`src/rtl/reg_writeback_arbiter.sv`:
```
// Register-file write-port owner: ALU/load-return arbitration, load scoreboard, r15 redirect.
// Optional WB_BYPASS_EN adds same-cycle write-to-read operand forwarding.
module reg_writeback_arbiter #(
  parameter int DEPTH        = 4,
  parameter int STARVE_LIMIT = 3,
  parameter int WIDTH        = 32
) (
  input  logic             clk,
  input  logic             reset,
  input  logic             alu_we,
  input  logic [3:0]       alu_rd,
  input  logic [WIDTH-1:0] alu_wd,
  output logic             alu_ready,
  input  logic             ld_issue,
  input  logic [3:0]       ld_issue_rd,
  input  logic             ld_valid,
  input  logic [3:0]       ld_rd,
  input  logic [WIDTH-1:0] ld_data,
  output logic             ld_ready,
  input  logic [3:0]       ra1,
  input  logic [3:0]       ra2,
  input  logic             use1,
  input  logic             use2,
  output logic             stall,
`ifdef WB_BYPASS_EN
  input  logic [WIDTH-1:0] rf_rd1,
  input  logic [WIDTH-1:0] rf_rd2,
  output logic [WIDTH-1:0] op1,
  output logic [WIDTH-1:0] op2,
`endif
  output logic             we3,
  output logic [3:0]       ra3,
  output logic [WIDTH-1:0] wd3,
  output logic             pc_we,
  output logic [WIDTH-1:0] pc_wd
);

  localparam int AW = $clog2(DEPTH);
  localparam int CW = $clog2(DEPTH + 1);
  localparam int SW = $clog2(STARVE_LIMIT + 1);

  logic [3:0]       f_rd   [DEPTH];
  logic [WIDTH-1:0] f_data [DEPTH];
  logic [AW-1:0]    wptr;
  logic [AW-1:0]    rptr;
  logic [CW-1:0]    count;
  logic [SW-1:0]    starve;
  logic [15:0]      busy;
  logic [15:0]      busy_nxt;

  logic             full;
  logic             nempty;
  logic             push;
  logic             pop;
  logic             alu_win;
  logic             wr;
  logic [3:0]       sel_rd;
  logic [WIDTH-1:0] sel_wd;
  logic             hz;

  assign full    = (count == CW'(DEPTH));
  assign nempty  = (count != '0);
  assign ld_ready = !reset && !full;
  assign push    = ld_valid && ld_ready;

  // An empty FIFO can never starve, so the ALU always wins then.
  assign alu_win = !reset && alu_we &&
                   ((starve < SW'(STARVE_LIMIT)) || !nempty);
  assign pop       = !reset && nempty && !alu_win;
  assign alu_ready = !reset && (!alu_we || alu_win);

  assign wr     = alu_win || pop;
  assign sel_rd = pop ? f_rd[rptr] : alu_rd;
  assign sel_wd = pop ? f_data[rptr] : alu_wd;

  assign we3   = wr && (sel_rd != 4'd15);
  assign ra3   = sel_rd;
  assign wd3   = sel_wd;
  assign pc_we = wr && (sel_rd == 4'd15);
  assign pc_wd = sel_wd;

  always_comb begin
    hz = (use1 && busy[ra1]) ||
         (use2 && busy[ra2]) ||
         (ld_issue && busy[ld_issue_rd]);
`ifndef WB_BYPASS_EN
    hz = hz || (we3 && ((use1 && ra3 == ra1) ||
                        (use2 && ra3 == ra2)));
`endif
  end

  assign stall = !reset && hz;

`ifdef WB_BYPASS_EN
  assign op1 = (we3 && ra3 == ra1) ? wd3 : rf_rd1;
  assign op2 = (we3 && ra3 == ra2) ? wd3 : rf_rd2;
`endif

  // Set after clear so a same-cycle reissue keeps the register busy.
  always_comb begin
    busy_nxt = busy;
    if (pop)
      busy_nxt[f_rd[rptr]] = 1'b0;
    if (ld_issue && ld_issue_rd != 4'd15)
      busy_nxt[ld_issue_rd] = 1'b1;
    busy_nxt[15] = 1'b0;
  end

  always_ff @(posedge clk) begin
    if (reset) begin
      wptr   <= '0;
      rptr   <= '0;
      count  <= '0;
      starve <= '0;
      busy   <= '0;
    end else begin
      busy <= busy_nxt;
      if (push)
        wptr <= wptr + 1'b1;
      if (pop)
        rptr <= rptr + 1'b1;
      unique case ({push, pop})
        2'b10:   count <= count + 1'b1;
        2'b01:   count <= count - 1'b1;
        default: count <= count;
      endcase
      if (pop || !nempty)
        starve <= '0;
      else if (alu_win && starve < SW'(STARVE_LIMIT))
        starve <= starve + 1'b1;
    end
  end

  always_ff @(posedge clk) begin
    if (push) begin
      f_rd[wptr]   <= ld_rd;
      f_data[wptr] <= ld_data;
    end
  end

endmodule

```
`config.mk`:
```
export PLATFORM = sky130hd
export DESIGN_NAME = reg_writeback_arbiter
export DESIGN_NICKNAME = d
export VERILOG_FILES = /design/src/rtl/reg_writeback_arbiter.sv
export SDC_FILE = /design/constraint.sdc
export NUM_CORES = 1
export LEC_CHECK = 0
export ABC_CLOCK_PERIOD_IN_PS = 3000
export BUFFER_PORTS_ARGS = -buffer_cell sky130_fd_sc_hd__buf_2
export CORE_MARGIN = 2
export CORE_UTILIZATION = 49
export DETAILED_ROUTE_END_ITERATION = 10
export GPL_TIMING_DRIVEN = 0
export PLACE_DENSITY_LB_ADDON = 0.05
export RECOVER_POWER = 100
export SLEW_MARGIN = 20
export SYNTH_ARGS = -nofsm -noshare
export SYNTH_HDL_FRONTEND = slang
export SYNTH_SLANG_ARGS = --single-unit
```
`constraint.sdc`:
```
create_clock -name clk -period 3 [get_ports clk]
set_input_delay 0.45 -clock clk [delete_from_list [all_inputs] [get_ports clk]]
set_output_delay 0.45 -clock clk [all_outputs]
set_load 0.01 [all_outputs]
```
==> out/metrics.yaml <==
run_status:
  status: "completed"
sta:
  fin_crit_ps: 2880
  setup_tns_ps: 0
  skew_ps: 7.26
  hold_slack_ps: 283
  tightest_slew_ps: 846
  finalHoldViolations: 0
  setup_viol: 0
  post-route-period-util: 0.959
  setup_ws_ps: 123
  slew_headroom: 0.436
  final_max_slew_viol_count: 0
  fmax_mhz: 348
grt:
  grt_start_max_net_pins: 27
  grt_pass1_wl_um: 25600
  antenna_found_initial: 0
  grt_pass1_vias: 4937
  gr-usage-all-layers: 0.208
  globalRouteOverflowTotal: 0
synth:
  synth-seq-cells: 170
  synth_top_area_cell: "edfxtp_1"
  syn-num-nets: 641
  yosysSeqAreaShare: 0.632
  synth_ff_type: "edfxtp_1"
  synth_cell_types: 46
  synth-xor-area-share: 0.0137
  synthArstFlopShare: 0
  syn_area_per_cell_um2: 14.1
  synth.top_cell.area_share: 0.564
  yosys.area_share.simple: 0.0962
  synthAdderAreaFrac: 0.0124
  synth_most_common_cell: "edfxtp_1"
  synth.area.top_cells: "edfxtp_1, mux4_2, dfxtp_1"
  synth_compound_area_frac: 0.0461
  synth-edff-count: 144
  synth_commonest_cells: "edfxtp_1, nand2_1, mux4_2"
  syn_inst: 543
  ys_warn_count: 0
  synth.area.mux_share: 0.146
  synth_top_family_by_area: "multiplexers"
  synth_area_mm2: 0.00766
finish:
  drive_gt1_frac: 0.365
  final_area_mm2: 0.00951
  instances_no_fill: 951
  num_antenna_cells: 0
  num-nets-final: 825
  syn2layout_area_growth_pct: 24.1
  fillCellCount: 1215
worst_setup_path:
  worst_setup_path_start_kind: "flip-flop"
  critical-path-top-delay-family: "multiplexers"
  endpoint_kind: "primary output"
  worstPathRequired_ps: 2550
  path_buf_inv: 2
  crit_chain: "buf_6 -> mux4_2 -> mux2_4 -> o211ai_1 -> a2bb2oi_2 -> o22ai_1 -> buf_2"
  path_class: "reg -> out"
  slowest_stage: "mux4_2"
  crit_path_max_fanout: 7
  cpPeakStageDelay_ps: 640
  worstPathArrival_ps: 2430
die:
  start_util: 0.502
  dieArea_mm2: 0.0167
  row_count: 45
  die_height_um: 129
  ioPinCount: 164
  core_area_mm2: 0.0153
  die_w_um: 129
detailed_routing:
  vias: 5016
  detail-route-antenna-nets: 0
  routed_wl_um: 16900
  drtIter0Drc: 293
  drc: 0
  routed_via_density: 5.27
  drt_pass1_iterations: 5
  routedWlPerCell_um: 17.7
placement:
  dp_hpwl_um: 11500
  placed_cell_area_mm2: 0.00881
  place.gp.congestion: 0.832
  dpl_worst_slack_ps: -601
  numPortBuffers: 157
  placedCellCount: 915
clock_network:
  cts_buffer_depth: 2
  cts.clk_slew.worst_paths_ps: 70
  h-tree-depth: 4
  cts_hold_buf: 0
  cts_tree: "yes"
  cts_root_buf: "clkbuf_16"
  worstSkewPairLatency_ps: 430
  cts_inserted_buffers: 17
  numClockSinks: 170
min_path:
  hold_class: "in -> reg"
run:
  cap_violations: 0
pwr:
  worst_ir_drop_vdd_v: 0.000419
  p_leak_uw: 0.00357
  pwr_density_cell_mw_per_mm2: 586
## stage by stage
step | total power (µW) | util
floorplan | 3170 | -
global placement | 3430 | 0.571
detailed placement | 3460 | 0.577
CTS | 5610 | 0.620
global route | 5780 | 0.623
finish | 5570 | 0.623
## final timing paths
check	startpoint	end	slack (ps)	cells past startpoint
setup / recovery	flip-flop	stall	120	7
hold / removal	ld_data[4]	f_data[1][4]	280	1
setup reg to reg	starve[1]	count[2]	150	12
hold reg to reg	starve[0]	starve[0]	430	1
## metal layers
layer,global-route usage,up-vias,share of wire
met5,0,-,0
met2,0.357,150,0.51
met3,0.0409,25,0.048
met1,0.263,2468,0.42
li1,-,2373,-
met4,0.0831,0,0.018
## cells by family (layout without fill, tap and decap cells)
| logic type | after synthesis | after routing |
|---|---|---|
| compound gates | 58 | 58 |
| simple gates | 172 | 172 |
| buf+inv | 71 | 268 |
| xor+xnor | 12 | 12 |
| flops | 170 | 170 |
| mux | 53 | 53 |
| fa+ha+maj | 7 | 7 |
## cell usage in the layout (no fill, tap or decap), types with 4 or more instances in the layout
cell type	n
a21oi_1	19
and3_1	5
buf_2	123
buf_4	41
clkbuf_1	46
clkbuf_16	17
dfxtp_1	23
edfxtp_1	144
ha_1	5
inv_1	12
inv_6	9
mux2i_1	4
mux4_2	43
nand2_1	121
nand2b_1	4
nand3_1	5
nor2_1	15
o21ai_0	18
xnor2_1	8
xor2_1	4
## report_power, final
part | internal (µW) | leakage, µW | switching [µW] | total (µW)
Combinational | 362 | 0.00177 | 405 | 767
Clock | 1170 | 0.000279 | 964 | 2140
Sequential | 2630 | 0.00152 | 25.8 | 2660
## registers in the layout (all words and copies together), names as in the netlist, named ones only
| register | count |
|---|---|
| f_data | 128 |
| busy | 15 |
| count | 3 |
| f_rd | 16 |
| rptr | 2 |
| starve | 2 |
| wptr | 2 |
## layout make-up
| cell class | instances | area (µm²) | share of cell area |
|---|---|---|---|
| Buffer | 56 | 392 | 0.0412 |
| Clock inverter | 15 | 155 | 0.0163 |
| Inverter | 13 | 53.8 | 0.00566 |
| Tap cell | 211 | 264 | 0.0278 |
| Sequential cell | 170 | 4850 | 0.510 |
| Clock buffer | 17 | 425 | 0.0448 |
| Timing Repair Buffer | 167 | 881 | 0.0927 |
| Multi-Input combinational cell | 302 | 2490 | 0.262 |
## repair_timing
item	4_1_cts	5_1_grt
resized for setup	20	17
pin swaps	0	9
endpoints found under the setup margin	67	31
hold endpoints to repair	0	0
setup buffers	4	2
Note: power is estimated with default switching activity, not from simulation.
